## src/rtl/alu_issue_ctrl.sv

```systemverilog
// Issue/retire controller for a combinational ADD/NAND ALU. It owns the carry/zero flags
// and runs ADDC as two ALU passes: it adds the operands, then adds the old carry.
module alu_issue_ctrl #(
  parameter int DW = 16,
  parameter int TW = 3
) (
  input  logic          clk,
  input  logic          rst_n,
  // decode side
  input  logic          req_valid,
  output logic          req_ready,
  input  logic [1:0]    req_op,
  input  logic [DW-1:0] req_a,
  input  logic [DW-1:0] req_b,
  input  logic [TW-1:0] req_tag,
  // ALU side
  output logic [DW-1:0] alu_a,
  output logic [DW-1:0] alu_b,
  output logic          alu_op,
  input  logic [DW-1:0] alu_z,
  input  logic          alu_carry,
  input  logic          alu_zero,
  // writeback side
  output logic          rsp_valid,
  input  logic          rsp_ready,
  output logic [DW-1:0] rsp_data,
  output logic [TW-1:0] rsp_tag,
  output logic          rsp_we,
  // architectural flags
  output logic          flag_c,
  output logic          flag_z,
  input  logic          flag_clr
);

  localparam logic [1:0] OP_NAND = 2'b00;
  localparam logic [1:0] OP_ADD  = 2'b01;
  localparam logic [1:0] OP_ADDC = 2'b10;
  localparam logic [1:0] OP_CMP  = 2'b11;

  typedef enum logic [1:0] {
    IDLE  = 2'b00,
    EXEC  = 2'b01,
    PASS2 = 2'b10,
    RESP  = 2'b11
  } state_t;

  state_t          state;
  logic [1:0]      op_q;
  logic [TW-1:0]   tag_q;
  logic            c1_q;
  logic            accept;

  // A finishing response frees the slot in the same cycle, so a new op can be accepted
  // while the old result is being handed to writeback.
  assign req_ready = (state == IDLE) | ((state == RESP) & rsp_ready);
  assign accept    = req_valid & req_ready;

  // NOTE: all state is registered with non-blocking assignments. Later statements in this
  // block may override earlier ones, and the ordering below relies on that.
  always_ff @(posedge clk or negedge rst_n) begin
    if (!rst_n) begin
      state     <= IDLE;
      op_q      <= OP_NAND;
      tag_q     <= '0;
      c1_q      <= 1'b0;
      alu_a     <= '0;
      alu_b     <= '0;
      alu_op    <= 1'b0;
      rsp_valid <= 1'b0;
      rsp_data  <= '0;
      rsp_tag   <= '0;
      rsp_we    <= 1'b0;
      flag_c    <= 1'b0;
      flag_z    <= 1'b0;
    end else begin
      // A clear is overridden by a flag capture on the same edge.
      if (flag_clr) begin
        flag_c <= 1'b0;
        flag_z <= 1'b0;
      end

      case (state)
        IDLE: ;
        EXEC: begin
          if (op_q == OP_ADDC) begin
            // Second pass adds the carry held before this ADDC began. The flags stay
            // untouched until the final capture.
            alu_a  <= alu_z;
            alu_b  <= {{(DW-1){1'b0}}, flag_c};
            alu_op <= 1'b1;
            c1_q   <= alu_carry;
            state  <= PASS2;
          end else begin
            rsp_data  <= alu_z;
            rsp_tag   <= tag_q;
            rsp_we    <= (op_q != OP_CMP);
            rsp_valid <= 1'b1;
            flag_c    <= alu_carry;
            flag_z    <= alu_zero;
            state     <= RESP;
          end
        end
        PASS2: begin
          // Both passes together can carry out at most once, so an OR merges them.
          rsp_data  <= alu_z;
          rsp_tag   <= tag_q;
          rsp_we    <= 1'b1;
          rsp_valid <= 1'b1;
          flag_c    <= c1_q | alu_carry;
          flag_z    <= alu_zero;
          state     <= RESP;
        end
        RESP: begin
          if (rsp_ready) begin
            rsp_valid <= 1'b0;
            state     <= IDLE;
          end
        end
        default: state <= IDLE;
      endcase

      // An accept in IDLE or on the response handshake overrides the IDLE fallback above.
      if (accept) begin
        op_q   <= req_op;
        tag_q  <= req_tag;
        alu_a  <= req_a;
        alu_b  <= req_b;
        alu_op <= (req_op != OP_NAND);
        state  <= EXEC;
      end
    end
  end

endmodule

```

## config.mk

```make
export PLATFORM = sky130hd
export DESIGN_NAME = alu_issue_ctrl
export DESIGN_NICKNAME = d
export VERILOG_FILES = /design/src/rtl/alu_issue_ctrl.sv
export SDC_FILE = /design/constraint.sdc
export NUM_CORES = 1
export LEC_CHECK = 0
export BUFFER_PORTS_ARGS = -buffer_cell sky130_fd_sc_hd__buf_2
export CELL_PAD_IN_SITES_DETAIL_PLACEMENT = 1
export CELL_PAD_IN_SITES_GLOBAL_PLACEMENT = 1
export CORE_ASPECT_RATIO = 1.1
export CORE_MARGIN = 1
export CORE_UTILIZATION = 34
export DETAILED_ROUTE_END_ITERATION = 10
export PLACE_DENSITY_LB_ADDON = 0.3
export REMOVE_ABC_BUFFERS = 1
export SLEW_MARGIN = 0
export SYNTH_ARGS = -nofsm -noshare
export SYNTH_HDL_FRONTEND = slang
export SYNTH_SLANG_ARGS = --single-unit
```

## constraint.sdc

```tcl
create_clock -name clk -period 1.58 [get_ports clk]
set_input_delay 0.237 -clock clk [delete_from_list [all_inputs] [get_ports clk]]
set_output_delay 0.237 -clock clk [all_outputs]
set_load 0.05 [all_outputs]
```

==> summary.txt, run 1 <==
Clk slew on worst S/H paths: 80 ps
MaxCap Viol Count: 0
Placed cells: 456
Hold Path Stages: 3
Hold Path Sink: alu_b[14]$_DFFE_PN0P_
Routed wire length: 8.38 mm
Worst-skew pair later-pin latency: 350 ps
Largest net degree at the start of global routing: 65
Synth Area in Simple Gates: 3.62%
YS warnings: 0
FF-to-FF path depth: 7
Final hold vios: 0
Overflow after GRT: 0
CTS tree: done
RSZ-0062 raised after global routing: true
Vias in the first global route: 2427
# port buffers: 116
Root buffer cell: clkbuf_8
Post-Synth XOR/XNOR Area: 0%
Die ar.: 0.00902 mm2
Critical Path AT: 1550 ps
H-tree Lvls: 3
Die width: 90.7 um
Detail Route Antenna Nets: 0
Die extent in y: 99.5 um
I/O pin count: 117
RR Startpoint: state[1]$_DFFE_PN0P_
CP Capture Type: output pin
Avg Inst Size Synth: 13.9 um2
Hold Path Origin: req_b[14]
First-pass GRT wire length: 12.0 mm
Final Core Density: 54.7%
Hold WC Path Type: in2reg
Post-synthesis mux area share: 31.4%
Status: finished with violations
Slew headroom: 76.4%
Initial antenna violation count: 0
Unique masters post-synth: 25
Wire per inst: 17.2 um
Num CTS Buffers: 9
Worst EP required: 1340 ps
Pre-CTS setup slack: -141 ps
Violated checks: negative setup slack
Average vias per placed instance: 4.66
Worst setup SP type: register
Slew @ Worst Pin: 353 ps
Crit-path max FO: 3
Final setup margin: -211 ps
Reg-to-reg endpoint: alu_a[15]$_DFFE_PN0P_
Worst Skew: 10.2 ps
Sink Count: 64
GRT Overall Usage: 17.4%
Synth Area in Adders: 2.13%
Bufs on Longest Clock Path: 2
Row count: 35
Compound-cell area share of the yosys netlist: 3.45%
Hold_ws: 113 ps
Drt first-iter violations: 36
Core footprint: 0.00836 mm2
Critical path type: reg2out
Syn Inst Count: 211
Register area share after synthesis: 54.5%
Final net count: 435
Min Tclk post-route: 1790 ps
Layout Cells excl Fill: 486
Final Setup Violations: 48
Length of the first detailed-routing pass in iterations: 4
Via count: 2263
Worst R2R Setup Slack: -200 ps
RePlAce Congestion: 0.771
DRC viols: 0
Fmax: 558 MHz
Register bit total from synthesis: 64
Dominant combinational cell family by area after synthesis: multiplexers
Post-detail-place hpwl: 5.19 mm
Crit share post-route: 113%
Fin. max-slew vios: 0
Synth Cell Area: 0.00294 mm2
Area Growth Syn to Fin: 55.6%
Starting Density: 35.2%
Share of layout cells above drive strength 1: 66.1%
Antenna cells: 0
kinds of logic (layout without fill, tap and decap cells):
logic type,Yosys count,count (layout)
AOI/OAI and AO/OA,13,13
adders and majority gates,5,5
buffers and inverters,28,192
DFF,64,64
muxes,77,77
and+or+nand+nor,24,24
how the worst max path moves through the flow:
stage,to,from,cells past startpoint,slack (ps)
after floorplan,rsp_data[0]$_DFFE_PN0P_,state[1]$_DFFE_PN0P_,5,-1210
after global placement,rsp_data[12]$_DFFE_PN0P_,state[0]$_DFFE_PN0P_,6,-90
after detailed placement,rsp_data[10]$_DFFE_PN0P_,state[1]$_DFFE_PN0P_,7,-140
after CTS,req_ready,state[1]$_DFFE_PN0P_,5,-190
after global routing,alu_a[15]$_DFFE_PN0P_,state[1]$_DFFE_PN0P_,7,-300
final,req_ready,state[0]$_DFFE_PN0P_,5,-210
sequential cells by signal (all words and copies together) (netlist names):
signal	cells
state	2
rsp_we	1
flag_z	1
c1_q	1
alu_b	16
alu_op	1
flag_c	1
rsp_valid	1
alu_a	16
op_q	2
tag_q	3
rsp_data	16
rsp_tag	3
placed cells by master, fill, tap and decap left out, drive strengths merged, types with 2 or more instances in the layout:
cell    instances
mux2i          16
nand2          17
clkbuf         13
nand2b          2
inv            19
a32o            2
dfrtp          64
ha              5
mux2           61
o21a            2
a21o            3
bufinv          3
buf           154
nor2            2
per-stage QoR:
stage                     setup TNS [ps]  area (um2)
after floorplan                   -69860        2860
after global placement             -3070        3840
after detailed placement           -5560        3840
after CTS                          -5060        4250
after global routing              -11720        4580
final                              -6490        4580
layer usage:
| layer | GRT usage (%) | wire (um) | vias to the layer above |
|---|---|---|---|
| met3 | 4.13 | 403 | 17 |
| met4 | 7.94 | 212 | 0 |
| met5 | 0 | 0 | - |
| li1 | - | - | 1045 |
| met1 | 20.3 | 3310 | 1129 |
| met2 | 30.4 | 4450 | 72 |
synth_stat cells:
library cell / n / area [um2]
a21boi_0: 1 / 7.51
a21o_1: 3 / 22.5
a21oi_1: 1 / 5.00
a221oi_1: 1 / 8.76
a32o_1: 2 / 20.0
buf_12: 1 / 20.0
buf_2: 5 / 25.0
buf_4: 3 / 22.5
buf_6: 1 / 11.3
dfrtp_1: 64 / 1600
ha_1: 5 / 62.6
inv_1: 18 / 67.6
mux2_2: 41 / 462
mux2_4: 20 / 300
mux2i_1: 16 / 160
nand2_1: 17 / 63.8
nand2b_1: 2 / 12.5
nand3b_1: 1 / 7.51
nand4b_1: 1 / 8.76
nor2_1: 2 / 7.51
nor2b_1: 1 / 6.26
o211ai_1: 1 / 7.51
o21a_1: 2 / 15.0
o22a_1: 1 / 8.76
o22ai_1: 1 / 6.26
critical path, cell delays in order (launching register included):
cell and delay [ps]:
dfrtp_1 420, buf_6 150, ha_4 150, a21o_4 220, buf_6 120, buf_8 140
cell type report:
cell class	instances	area, um2
fill	898	3790
sequential	64	1600
multi-input combinational	119	1420
timing repair buffer	158	1090
tap	111	139
clock buffer	10	138
clock inverter	6	115
inverter	18	70.1
what timing repair did:
action                     4_1_cts  5_1_grt
resized for setup               29       49
pin swaps                        2        6
hold buffers                     1        0
gates cloned                     0        5
hold endpoints to repair        64        0
setup buffers                    4        4
setup endpoints to repair       60       65
Power of run 1 is not shown: default switching activity piles up to over one toggle a cycle in this logic, so the estimate is an artifact.
==> run 2: changes to the inputs <==
--- a/config.mk
+++ b/config.mk
@@ -13,7 +13,6 @@
 export CORE_UTILIZATION = 34
 export DETAILED_ROUTE_END_ITERATION = 10
 export PLACE_DENSITY_LB_ADDON = 0.3
-export REMOVE_ABC_BUFFERS = 1
 export SLEW_MARGIN = 0
 export SYNTH_ARGS = -nofsm -noshare
 export SYNTH_HDL_FRONTEND = slang
==> run 2 against run 1 <==
Against the previous run: the flow still finishes with violations (negative setup slack); design area shrank 4.6%; via count shrank 3.8%; critical path depth is the same; non-clock buffer count shrank 7; first-iteration DRC count shrank 22%; setup slack gained 31 ps; global-route usage shrank 1.1 points; die area is the same; maximum frequency grew 1.8%; sequential share of layout area grew 1.7 points; register-to-register slack gained 30 ps; critical endpoint unchanged; highest routed layer unchanged.
==> summary.txt, run 2 (synthesis gave the netlist of run 1 again) <==
Status: finished with violations
Violated checks: negative setup slack
Mapped Nets: 276
Worst Skew: 5.46 ps
Sink Count: 64
Final net count: 428
Hold Path Origin: req_valid
I/O pin count: 117
Detail Route Antenna Nets: 0
Bufs on Longest Clock Path: 2
Slew headroom: 75.3%
Vias in the first global route: 2350
Worst-skew pair later-pin latency: 330 ps
Critical Path AT: 1520 ps
Average vias per placed instance: 4.56
Crit-path max FO: 3
GRT Overall Usage: 16.4%
Final setup margin: -179 ps
Critical path cell sequence: buf_4 > ha_4 > a21o_4 > buf_6 > buf_8
Post-detail-place hpwl: 4.97 mm
Overflow after GRT: 0
RR Startpoint: state[0]$_DFFE_PN0P_
Hold Path Sink: state[1]$_DFFE_PN0P_
Routed wire length: 7.42 mm
Via count: 2178
Antenna cells: 0
Critical path type: reg2out
Wire per inst: 15.5 um
Placed instance area: 0.00388 mm2
Slowest-stage cell, CP: dfrtp_1
Cell area after layout: 0.00436 mm2
Fmax: 568 MHz
Hold WC Path Type: in2reg
Crit. path cell count: 5
Row count: 35
CTS tree: done
Reg-to-reg endpoint: alu_a[14]$_DFFE_PN0P_
Hold_ws: 119 ps
Min Tclk post-route: 1760 ps
Die width: 90.7 um
FF-to-FF path depth: 6
RSZ-0062 raised after global routing: true
Crit share post-route: 111%
CP Capture Type: output pin
Largest delay contributor family on the critical path: flip-flops
Share of layout cells above drive strength 1: 64.3%
First-pass GRT wire length: 11.5 mm
Core footprint: 0.00836 mm2
Area Growth Syn to Fin: 48.4%
Worst R2R Setup Slack: -170 ps
Starting Density: 35.2%
Buffers & Inverters on Critical Path: 3
Drt first-iter violations: 28
Worst EP required: 1340 ps
Biggest regs: alu_a (16), alu_b (16), rsp_data (16)
Most frequent cells in the layout: buf_2, dfrtp_1, mux2_4, buf_4
Length of the first detailed-routing pass in iterations: 4
Critical path's largest stage delay: 410 ps
RePlAce Congestion: 0.716
Initial antenna violation count: 0
Worst setup SP type: register
Final Setup Violations: 58
Final hold vios: 0
Die ar.: 0.00902 mm2
Commonest non-fill, non-tap cell in the layout: buf_2
H-tree Lvls: 3
MaxCap Viol Count: 0
Fin. max-slew vios: 0
Root buffer cell: clkbuf_8
Clk slew on worst S/H paths: 70 ps
DRC viols: 0
Hold Path Stages: 2
Die extent in y: 99.5 um
Slew @ Worst Pin: 370 ps
# port buffers: 116
Largest net degree at the start of global routing: 65
Num CTS Buffers: 9
-- run 2: timing repair --
action                                  in CTS  in global routing
cloned                                       0                  2
setup buffers                                1                  8
endpoints found under the hold margin       64                  0
pin swaps                                    0                  1
hold buffers                                 1                  0
gates resized for setup                     17                 27
endpoints found under the setup margin      59                 60
-- run 2: how the worst max path moves through the flow --
| stage | startpoint | end | slack (ps) |
|---|---|---|---|
| after detailed placement | state[1]$_DFFE_PN0P_ | alu_a[0]$_DFFE_PN0P_ | -190 |
| after global routing | state[1]$_DFFE_PN0P_ | alu_a[14]$_DFFE_PN0P_ | -240 |
| final | state[1]$_DFFE_PN0P_ | req_ready | -180 |
| after global placement | state[1]$_DFFE_PN0P_ | alu_a[0]$_DFFE_PN0P_ | -100 |
| after floorplan | state[0]$_DFFE_PN0P_ | op_q[0]$_DFFE_PN0P_ | -120 |
| after CTS | state[0]$_DFFE_PN0P_ | alu_a[10]$_DFFE_PN0P_ | -170 |
-- run 2: layout make-up --
| class | count | area [um2] |
|---|---|---|
| Sequential cell | 64 | 1600 |
| Tap cell | 111 | 139 |
| Fill cell | 907 | 4000 |
| Clock buffer | 12 | 155 |
| Inverter | 18 | 67.6 |
| Multi-Input combinational cell | 119 | 1370 |
| Clock inverter | 3 | 17.5 |
| Timing Repair Buffer | 151 | 1010 |
-- run 2: stage by stage --
step / setup TNS, ps / instances / utilization, % / setup slack, ps
CTS: -5740 / 469 / 49.4 / -174
finish: -5940 / 478 / 52.2 / -179
detailed placement: -7470 / 452 / 46.4 / -187
global placement: -3090 / 452 / 46.4 / -96.7
floorplan: -4340 / 211 / - / -118
global route: -9800 / 478 / 52.2 / -238
-- run 2: layer usage --
layer  up-vias  GRT usage [%]  share of wire, %
met2        84           27.4                49
met5         -              0                 0
met3         5           3.75               6.0
li1       1022              -                 -
met1      1067           20.2                44
met4         0           7.07              0.62
Power of run 2 is left out for the same reason.
==> run 3: changes to the inputs <==
--- a/config.mk
+++ b/config.mk
@@ -13,7 +13,9 @@
 export CORE_UTILIZATION = 34
 export DETAILED_ROUTE_END_ITERATION = 10
 export PLACE_DENSITY_LB_ADDON = 0.3
+export REMOVE_ABC_BUFFERS = 1
 export SLEW_MARGIN = 0
 export SYNTH_ARGS = -nofsm -noshare
 export SYNTH_HDL_FRONTEND = slang
 export SYNTH_SLANG_ARGS = --single-unit
+export TNS_END_PERCENT = 10
==> run 3 against run 2 <==
Against the previous run: the flow still finishes with violations (negative setup slack); flip-flop and latch count unchanged; first-iteration DRC count up 29%; critical path depth up 1; core utilization rose by 0.28 points; maximum frequency shrank 1.4%; hold slack lost 6.6 ps; wire length up 7.2%; critical path type is now reg2reg; critical endpoint is now alu_a[4]$_DFFE_PN0P_; highest routed layer unchanged.
==> summary.txt, run 3 (synthesis gave the netlist of run 1 again) <==
GRT Overall Usage: 17.4%
Die extent in y: 99.5 um
Final Setup Violations: 60
Sink Count: 64
Drt first-iter violations: 36
First-pass GRT wire length: 12.0 mm
Hold WC Path Type: in2reg
Average vias per placed instance: 4.64
Final setup margin: -204 ps
Slew @ Worst Pin: 355 ps
Antenna cells: 0
Num CTS Buffers: 9
Final hold vios: 0
Worst setup SP type: register
Wire per inst: 16.6 um
Worst R2R Setup Slack: -200 ps
RePlAce Congestion: 0.771
Worst Skew: 11.2 ps
Length of the first detailed-routing pass in iterations: 4
Share of layout cells above drive strength 1: 64.4%
Status: finished with violations
Violated checks: negative setup slack
Core footprint: 0.00836 mm2
H-tree Lvls: 3
Row count: 35
Min Tclk post-route: 1780 ps
DRC viols: 0
Post-detail-place hpwl: 5.19 mm
CTS tree: done
Critical path type: reg2reg
I/O pin count: 117
Bufs on Longest Clock Path: 2
Detail Route Antenna Nets: 0
Die width: 90.7 um
MaxCap Viol Count: 0
Setup TNS: -7600 ps
Clk slew on worst S/H paths: 80 ps
Crit-path max FO: 5
Worst-skew pair later-pin latency: 350 ps
Critical Path AT: 2030 ps
Fmax: 560 MHz
Worst EP required: 1820 ps
Fin. max-slew vios: 0
Via count: 2224
Slew headroom: 76.4%
Crit share post-route: 113%
# port buffers: 116
Root buffer cell: clkbuf_8
Routed wire length: 7.96 mm
Starting Density: 35.2%
Vias in the first global route: 2433
Biggest regs: alu_a (16), alu_b (16), rsp_data (16)
Initial antenna violation count: 0
Commonest non-fill, non-tap cell in the layout: buf_2
CP Capture Type: register
Final net count: 428
Die ar.: 0.00902 mm2
Overflow after GRT: 0
Most frequent cells in the layout: buf_2, dfrtp_1, mux2_4
RSZ-0062 raised after global routing: true
Filler Cell Count: 918
Area Growth Syn to Fin: 49.2%
Largest net degree at the start of global routing: 65
[run 3: layout make-up]
type,count,area [um2],share of cell area [%]
Tap cell,111,139,3.17
Timing Repair Buffer,151,973,22.2
Inverter,18,70.1,1.60
Multi-Input combinational cell,119,1350,30.8
Clock buffer,10,138,3.14
Clock inverter,6,115,2.62
Sequential cell,64,1600,36.5
[run 3: final timing paths]
kind	to	startpoint	cells past startpoint
setup / recovery	alu_a[4]$_DFFE_PN0P_	state[1]$_DFFE_PN0P_	6
max in group asynchronous	alu_b[5]$_DFFE_PN0P_	rst_n	3
min in group asynchronous	alu_a[3]$_DFFE_PN0P_	rst_n	3
hold / removal	state[1]$_DFFE_PN0P_	req_valid	2
hold reg to reg	rsp_we$_DFFE_PN0P_	rsp_we$_DFFE_PN0P_	1
setup reg to reg	alu_a[4]$_DFFE_PN0P_	state[1]$_DFFE_PN0P_	6
[run 3: critical path, cell delays in order, from the launching register on]
cell and delay [ps]:
dfrtp_1 400, inv_2 70, ha_4 160, nand3b_1 210
buf_2 260, mux2_4 320, mux2_4 260
[run 3: stage by stage]
| stage | hold slack, ps | std cells | area [um2] | setup slack, ps | util, % |
|---|---|---|---|---|---|
| 2_1_floorplan | -58.6 | 201 | 2860 | -1210 | - |
| 3_3_place_gp | 280 | 456 | 3840 | -93.8 | 46.0 |
| 3_5_place_dp | 289 | 456 | 3840 | -141 | 46.0 |
| 4_1_cts | 96.4 | 475 | 4230 | -186 | 50.5 |
| 5_1_grt | 100 | 479 | 4390 | -285 | 52.4 |
| 6_report | 113 | 479 | 4390 | -204 | 52.4 |
[run 3: per-layer routing]
metal | vias to the layer above | share of wire [%] | global-route usage, % | wire length, um
met5 | - | 0 | 0 | 0
met4 | 0 | 2.4 | 7.94 | 194
met3 | 16 | 4.6 | 4.13 | 367
met2 | 70 | 52 | 30.4 | 4170
met1 | 1106 | 40 | 20.2 | 3220
li1 | 1032 | - | - | -
[run 3: what timing repair did]
item | in CTS | in global routing
endpoints found under the setup margin | 60 | 65
pin swaps | 2 | 1
setup buffers | 2 | 2
hold endpoints to repair | 64 | 0
cloned | 0 | 2
gates resized for setup | 27 | 29
hold buffers | 1 | 0
Power of run 3 is left out for the same reason.
